--- config.mk ---
export PLATFORM = sky130hd
export DESIGN_NAME = bcd_scan_display
export DESIGN_NICKNAME = d
export VERILOG_FILES = /design/src/rtl/bcd_scan_display.sv
export SDC_FILE = /design/constraint.sdc
export NUM_CORES = 1
export LEC_CHECK = 0
export ABC_CLOCK_PERIOD_IN_PS = 2900
export CORE_MARGIN = 4
export CORE_UTILIZATION = 58
export CTS_BUF_LIST = sky130_fd_sc_hd__clkbuf_4
export DETAILED_ROUTE_END_ITERATION = 16
export PLACE_DENSITY = 0.9
export SLEW_MARGIN = 10
export SYNTH_ARGS = -nofsm -noshare
export SYNTH_HDL_FRONTEND = slang
export SYNTH_SLANG_ARGS = --single-unit
--- constraint.sdc ---
create_clock -name clk -period 2.9 [get_ports clk]
set_clock_uncertainty 0.15 [all_clocks]
set_input_delay 0.87 -clock clk [delete_from_list [all_inputs] [get_ports clk]]
set_output_delay 0.87 -clock clk [all_outputs]
set_load 0.05 [all_outputs]
--- src/rtl/bcd_scan_display.sv ---
// Three-digit multiplexed 7-segment driver for a BCD word, with frame-aligned commit and a one-clock blank at every digit switch.
// Optional leading-zero blanking is enabled by defining BCD_SCAN_LZB_EN.
module bcd_scan_display #(
    parameter int REFRESH_DIV = 27000,
    parameter int CNT_W       = 15
) (
    input  logic        clk,
    input  logic        rst,
    input  logic [11:0] bcd,
    input  logic        load,
    output logic [6:0]  seg,
    output logic [2:0]  an,
    output logic        pending
);

    typedef enum logic [1:0] {
        S_U = 2'd0,
        S_T = 2'd1,
        S_H = 2'd2
    } state_t;

    localparam logic [CNT_W-1:0] CNT_LAST = CNT_W'(REFRESH_DIV - 1);
    localparam logic [6:0]       SEG_OFF  = 7'b1111111;

    state_t           state_reg, state_next;
    logic [CNT_W-1:0] cnt_reg, cnt_next;
    logic             tick;
    logic             blank_reg;
    logic [11:0]      shadow_reg, shadow_next;
    logic [11:0]      disp_reg, disp_next;
    logic             pending_reg, pending_next;
    logic [6:0]       seg_reg, seg_next;
    logic [2:0]       an_reg, an_next;
    logic             commit;
    logic [3:0]       nib [3];
    logic [3:0]       digit;
    logic [2:0]       digit_en;
    logic             digit_blank;

    function automatic logic [6:0] seg_decode(input logic [3:0] d);
        logic [6:0] p;
        case (d)
            4'd0:    p = 7'b1000000;
            4'd1:    p = 7'b1111001;
            4'd2:    p = 7'b0100100;
            4'd3:    p = 7'b0110000;
            4'd4:    p = 7'b0011001;
            4'd5:    p = 7'b0010010;
            4'd6:    p = 7'b0000010;
            4'd7:    p = 7'b1111000;
            4'd8:    p = 7'b0000000;
            4'd9:    p = 7'b0010000;
            default: p = 7'b0111111;
        endcase
        return p;
    endfunction

    generate
        for (genvar gi = 0; gi < 3; gi++) begin : g_nib
            assign nib[gi] = disp_reg[4*gi +: 4];
        end
    endgenerate

    assign tick = (cnt_reg == CNT_LAST);

    always_ff @(posedge clk or posedge rst) begin
        if (rst) begin
            state_reg <= S_U;
        end else begin
            state_reg <= state_next;
        end
    end

    always_comb begin
        state_next = state_reg;
        if (tick) begin
            case (state_reg)
                S_U:     state_next = S_T;
                S_T:     state_next = S_H;
                default: state_next = S_U;
            endcase
        end
    end

    always_comb begin
        cnt_next = tick ? '0 : cnt_reg + 1'b1;
    end

    // Commit reads the shadow before this cycle's load can overwrite it.
    always_comb begin
        commit       = tick && (state_reg == S_H) && pending_reg;
        disp_next    = commit ? shadow_reg : disp_reg;
        shadow_next  = load ? bcd : shadow_reg;
        pending_next = pending_reg;
        if (commit) begin
            pending_next = 1'b0;
        end
        if (load) begin
            pending_next = 1'b1;
        end
    end

    always_comb begin
        case (state_reg)
            S_U: begin
                digit_en = 3'b110;
                digit    = nib[0];
            end
            S_T: begin
                digit_en = 3'b101;
                digit    = nib[1];
            end
            default: begin
                digit_en = 3'b011;
                digit    = nib[2];
            end
        endcase
    end

`ifdef BCD_SCAN_LZB_EN
    always_comb begin
        digit_blank = ((state_reg == S_H) && (disp_reg[11:8] == 4'd0)) ||
                      ((state_reg == S_T) && (disp_reg[11:4] == 8'd0));
    end
`else
    always_comb begin
        digit_blank = 1'b0;
    end
`endif

    // blank_reg marks the blank cycle; the new digit is driven on the edge that ends it.
    always_comb begin
        an_next  = an_reg;
        seg_next = seg_reg;
        if (tick) begin
            an_next = 3'b111;
        end else if (blank_reg) begin
            an_next  = digit_en;
            seg_next = digit_blank ? SEG_OFF : seg_decode(digit);
        end
    end

    always_ff @(posedge clk or posedge rst) begin
        if (rst) begin
            cnt_reg     <= '0;
            blank_reg   <= 1'b0;
            shadow_reg  <= '0;
            disp_reg    <= '0;
            pending_reg <= 1'b0;
            an_reg      <= 3'b111;
            seg_reg     <= SEG_OFF;
        end else begin
            cnt_reg     <= cnt_next;
            blank_reg   <= tick;
            shadow_reg  <= shadow_next;
            disp_reg    <= disp_next;
            pending_reg <= pending_next;
            an_reg      <= an_next;
            seg_reg     <= seg_next;
        end
    end

    assign seg     = seg_reg;
    assign an      = an_reg;
    assign pending = pending_reg;

endmodule

==> results.sh, run 1 <==
export IMPL_clkLatencyLatePin_ps=370
export IMPL_ios=26
export IMPL_largest_register_ffs=15
export IMPL_numCtsBuffers=5
export IMPL_p_leak_nw=1.26
export IMPL_yosys_warnings=0
export IMPL_hold_viol_final=0
export IMPL_yosysTopAreaCellShare_pct=44.7
export IMPL_routedLengthMet1_um=1750
export IMPL_ir_drop_mv=0.298
export IMPL_path_buf_inv=1
export IMPL_drv_slew=0
export IMPL_synth_top_cells_by_count="dfrtp_1 (43), mux2_2 (27), nand2_1 (25)"
export IMPL_synthSimpleGateAreaFrac_pct=15.1
export IMPL_stdcell_count=282
export IMPL_post_cts_buffers=0
export IMPL_wl_met2_um=1820
export IMPL_ant_nets=0
export IMPL_dp_hpwl_um=2900
export IMPL_cts_max_level=2
export IMPL_die_h_um=72.4
export IMPL_synthToLayoutAreaGrowth_pct=14.4
export IMPL_initial_core_util_pct=60.1
export IMPL_vias_per_cell=5.37
export IMPL_synth_seq_area_share_pct=55.7
export IMPL_cap_violations=0
export IMPL_met3_wirelength_um=200
export IMPL_cts_tree="yes"
export IMPL_antenna_cells=0
export IMPL_gr_usage_all_layers_pct=16.8
export IMPL_pwr_density_cell_nw_per_um2=411
export IMPL_crit_chain="clkdlybuf4s50_1"
export IMPL_synthAdderAreaFrac_pct=2.08
export IMPL_worstPathRequired_ps=1880
export IMPL_grt_pass1_vias=1464
export IMPL_ys_ff_latch=53
export IMPL_place_inst=274
export IMPL_fillCellCount=300
export IMPL_synth_edf_count=0
export IMPL_max_stage_delay_ps=790
export IMPL_core_um2=4000
export IMPL_cp_top_family="buffers and inverters"
export IMPL_first_pass_iters=4
export IMPL_fp_row_count=23
export IMPL_grt_start_max_net_pins=31
export IMPL_fin_crit_sh_pct=94.7
export IMPL_synth_xor_area_share_pct=4.73
export IMPL_syn_inst=204
export IMPL_synthFlopType="dfrtp_1"
export IMPL_rsz0062_at_grt="false"
export IMPL_vias=1514
export IMPL_clockRootBuffer="clkbuf_4"
export IMPL_globalplace_congestion=0.835
export IMPL_synthMuxAreaShare_pct=15.8
export IMPL_grt_pass1_wl_um=6810
export IMPL_setup_tns_ps=0
export IMPL_drt_iter0_drc=123
export IMPL_crit_path_start_kind="register"
export IMPL_critPathSlowestCell="clkdlybuf4s50_1"
export IMPL_synth_nets=223
export IMPL_slew_headroom_pct=60.6
export IMPL_antenna_found_initial=0
export IMPL_synth_compound_area_share_pct=4.01
export IMPL_clkSinkCount=53
export IMPL_synth_area_um2=2400
export IMPL_yosysMostFrequentCell="dfrtp_1"
export IMPL_drcViolationCount=0
export IMPL_ctsHoldBuffers=0
export IMPL_syn_avg_cell_area_um2=11.8
export IMPL_post_cts_resized=0
export IMPL_fin_nets=250
export IMPL_grt_overflow_total=0
export IMPL_synth_distinct_cells=42
export IMPL_setup_violations=0
export IMPL_routedWlPerCell_um=13.6
export IMPL_endpoint_kind="output port"
export IMPL_synthArstFlopShare_pct=100
export IMPL_cp_max_fo=2
export IMPL_clock_fmax_ghz=0.364
export IMPL_outcome="finished clean"
export IMPL_path_clk_slew_ps=150
export IMPL_synth_top_family_by_area="multiplexers"
export IMPL_synthTopCellsByArea="dfrtp_1 (45%), mux2_2 (13%), dfstp_2 (11%)"
export IMPL_drive_gt1_share_pct=22.8
export IMPL_portBuffers=25
export IMPL_layout_min_cycle_time_ps=2750
export IMPL_hp_class="register to register"
export IMPL_totalWireLength_um=3820
export IMPL_synth_top_cell_by_area="dfrtp_1"
export IMPL_fin_hold_ws_ps=310
export IMPL_dieArea_um2=5240
export IMPL_crit_type="register to output port"
export IMPL_die_w_um=72.4
export IMPL_worstPathArrival_ps=1730
export IMPL_routed_top_layer="met4"
export IMPL_tightestPinTransition_ps=587
export IMPL_clockBufferDepth=2
==> final timing paths <==
kind	end	from	slack, ps	depth (start not counted)
max reg2reg	seg[3]	state_reg[0]	470	5
min reg2reg	seg[5]	seg[5]	310	2
max	an[1]	an[1]	150	1
max in group asynchronous	pending	rst	1290	3
min in group asynchronous	state_reg[0]	rst	710	2
min	seg[5]	seg[5]	310	2
==> metal layers <==
metal / GRT usage, % / vias up
met3: 4.85 / 6
met2: 27.5 / 35
met1: 21.7 / 715
li1: - / 758
met4: 5.53 / 0
met5: 0 / -
==> power breakdown <==
group          switching, mW  leakage [nW]  internal, mW
Clock                  0.216        0.0326        0.0923
Sequential           0.00880         0.657         0.757
Combinational         0.0224         0.573        0.0330
==> kinds of logic after synthesis <==
group           Yosys count
compound gates           16
xor+xnor                 13
fa+ha+maj                 4
buf+inv                  13
flops                    53
mux                      34
simple gates             71
==> placed cells by master (no fill, tap or decap), types with 5 or more instances in the layout <==
cell type	count
and3_1	5
clkbuf_4	5
clkdlybuf4s50_1	25
dfrtp_1	43
dfstp_2	10
mux2_2	27
mux2i_1	5
nand2_1	25
nor2_1	16
o21ai_0	5
xnor2_1	6
xor2_1	7
==> stage by stage <==
stage	utilization, %	power (mW)	worst slack (ps)	area, um^2
finish	68.8	1.13	155	2750
global route	68.8	1.18	94.2	2750
CTS	68.8	1.14	136	2750
detailed placement	67.4	0.836	481	2700
global placement	67.4	0.833	507	2700
floorplan	-	0.805	610	2400
==> layout make-up <==
cell class | instances | area [um^2] | area share (%)
clock buffers | 5 | 37.5 | 1.36
repair buffers | 28 | 273 | 9.92
inverters | 5 | 18.8 | 0.682
well taps | 50 | 62.6 | 2.27
flip-flops and latches | 53 | 1340 | 48.7
multi-input cells | 138 | 1000 | 36.4
clock inverters | 3 | 17.5 | 0.637
(Power assumes the default switching activity.)
==> inputs of run 2 (changes only) <==
--- a/config.mk
+++ b/config.mk
@@ -6,7 +6,6 @@
 export NUM_CORES = 1
 export LEC_CHECK = 0
 export ABC_CLOCK_PERIOD_IN_PS = 2900
-export CORE_MARGIN = 4
 export CORE_UTILIZATION = 58
 export CTS_BUF_LIST = sky130_fd_sc_hd__clkbuf_4
 export DETAILED_ROUTE_END_ITERATION = 16
==> constraint.sdc (replaced) <==
create_clock -name clk -period 2.9 [get_ports clk]
set_clock_uncertainty 0.15 [all_clocks]
set_input_delay 0.87 -clock clk [delete_from_list [all_inputs] [get_ports clk]]
set_output_delay 0.87 -clock clk [all_outputs]
set_load 0.01 [all_outputs]
==> run 2 against run 1 <==
Against the previous run: sequential share of layout area shrank 0.13 points; worst hold slack gained 2.5 ps; critical endpoint is now an[0]; combinational power up 2%; register-to-register slack worse by 30 ps; total power fell by 0.47%; setup slack better by 260 ps; cell count unchanged; count of clock-buffer cells in the layout stayed put.
==> results.sh, run 2 (synthesis gave the netlist of run 1 again) <==
export IMPL_vias_per_cell=5.54
export IMPL_critPathSlowestCell="dfstp_2"
export IMPL_hp_class="register to register"
export IMPL_clkSinkCount=53
export IMPL_critPathLaunch="an[0]"
export IMPL_cts_max_level=2
export IMPL_drv_slew=0
export IMPL_grt_start_max_net_pins=54
export IMPL_worstPathRequired_ps=1880
export IMPL_post_cts_resized=0
export IMPL_seq_power_share_pct=68.2
export IMPL_ctsHoldBuffers=0
export IMPL_crit_chain="clkdlybuf4s50_1"
export IMPL_postLayoutSetupSlackWorst_ps=414
export IMPL_rr_endpoint="pending"
export IMPL_first_pass_iters=4
export IMPL_outcome="finished clean"
export IMPL_power_switching_mw=0.245
export IMPL_core_um2=4000
export IMPL_path_buf_inv=1
export IMPL_vias=1563
export IMPL_antenna_cells=0
export IMPL_grt_pass1_vias=1589
export IMPL_mostFrequentLayoutCell="dfrtp_1"
export IMPL_comb_power_share_pct=5.0
export IMPL_crit_type="register to output port"
export IMPL_gr_usage_all_layers_pct=22.1
export IMPL_worstSetupPathDepth=1
export IMPL_ir_drop_mv=0.314
export IMPL_r2r_worst_path_cells=5
export IMPL_layout_common_cells="dfrtp_1 (43), mux2_2 (27), nand2_1 (25), clkdlybuf4s50_1 (25), nor2_1 (16)"
export IMPL_cts_tree="yes"
export IMPL_p_leak_nw=1.26
export IMPL_portBuffers=25
export IMPL_clock_fmax_ghz=0.402
export IMPL_hp_start="seg[5]"
export IMPL_cp_max_fo=2
export IMPL_drcViolationCount=0
export IMPL_rrSetupSlack_ps=440
export IMPL_cap_violations=0
export IMPL_largest_register_ffs=15
export IMPL_drive_gt1_share_pct=22.4
export IMPL_post_cts_buffers=0
export IMPL_endpoint_kind="output port"
export IMPL_rsz0062_at_grt="false"
export IMPL_dieArea_um2=4410
export IMPL_ios=26
export IMPL_clockBufferDepth=2
export IMPL_grt_pass1_wl_um=7120
export IMPL_totalWireLength_um=4100
export IMPL_clkLatencyLatePin_ps=370
export IMPL_clockRootBuffer="clkbuf_4"
export IMPL_setup_tns_ps=0
export IMPL_dp_hpwl_um=2960
export IMPL_fillCellCount=293
export IMPL_setup_violations=0
export IMPL_crit_path_start_kind="register"
export IMPL_layout_min_cycle_time_ps=2490
export IMPL_slew_headroom_pct=56.7
export IMPL_die_w_um=66.4
export IMPL_initial_core_util_pct=60.1
export IMPL_switching_share_pct=21.8
export IMPL_fp_row_count=23
export IMPL_pwr_density_cell_nw_per_um2=407
export IMPL_fin_nets=250
export IMPL_globalplace_congestion=0.874
export IMPL_antenna_found_initial=0
export IMPL_reg2reg_from="cnt_reg[7]"
export IMPL_tightestPinTransition_ps=645
export IMPL_clockPowerShare_pct=26.8
export IMPL_hold_viol_final=0
export IMPL_drt_iter0_drc=128
export IMPL_ant_nets=0
export IMPL_worstPathArrival_ps=1470
export IMPL_synthToLayoutAreaGrowth_pct=14.7
export IMPL_preCtsSetupSlack_ps=472
export IMPL_routedWlPerCell_um=14.5
export IMPL_die_h_um=66.4
export IMPL_fin_crit_sh_pct=85.7
export IMPL_numCtsBuffers=5
export IMPL_crit_path_end="an[0]"
export IMPL_grt_overflow_total=0
export IMPL_max_stage_delay_ps=570
export IMPL_path_clk_slew_ps=140
export IMPL_cp_top_family="flip-flops"
export IMPL_internal_power_mw=0.879
-- run 2: stage by stage --
stage	hold WS (ps)	utilization [%]	std cells	cell area [um^2]	power (mW)
final	312	68.9	282	2760	1.12
after floorplan	274	-	204	2400	0.805
after CTS	318	68.9	282	2760	1.14
after detailed placement	296	67.7	274	2710	0.838
after global placement	290	67.7	274	2710	0.834
after global routing	346	68.9	282	2760	1.17
-- run 2: cell type report --
class / count / area, um^2 / area share, %
Clock inverter: 3 / 12.5 / 0.454
Tap cell: 50 / 62.6 / 2.27
Clock buffer: 5 / 37.5 / 1.36
Timing Repair Buffer: 28 / 285 / 10.3
Sequential cell: 53 / 1340 / 48.5
Multi-Input combinational cell: 138 / 1000 / 36.3
Inverter: 5 / 18.8 / 0.681
-- run 2: tightest hold or removal path, delay by kind of cell, from the launching register on --
family           cells  cell delay, ps
AND/OR/NAND/NOR      2              90
flip-flops           1             390
-- run 2: worst min-delay path by stage --
stage | end | slack (ps) | depth (start not counted)
6_report | seg[5] | 310 | 2
4_1_cts | seg[5] | 320 | 2
3_5_place_dp | cnt_reg[0] | 300 | 1
2_1_floorplan | cnt_reg[0] | 270 | 1
5_1_grt | cnt_reg[0] | 350 | 1
3_3_place_gp | seg[5] | 290 | 2
-- run 2: power groups by stage --
| stage | combinational [mW] | sequential (mW) | clock (mW) |
|---|---|---|---|
| 2_1_floorplan | 0.0304 | 0.775 | 0 |
| 3_3_place_gp | 0.0565 | 0.778 | 0 |
| 3_5_place_dp | 0.0584 | 0.780 | 0 |
| 4_1_cts | 0.0587 | 0.766 | 0.311 |
| 5_1_grt | 0.0644 | 0.769 | 0.333 |
| 6_report | 0.0567 | 0.766 | 0.301 |
-- run 2: metal layers --
layer	track usage, %	share of wire, %	up-vias
li1	-	-	756
met1	29.5	46	760
met2	35.5	48	41
met3	5.86	4.4	6
met4	6.12	0.93	0
met5	0	0	-
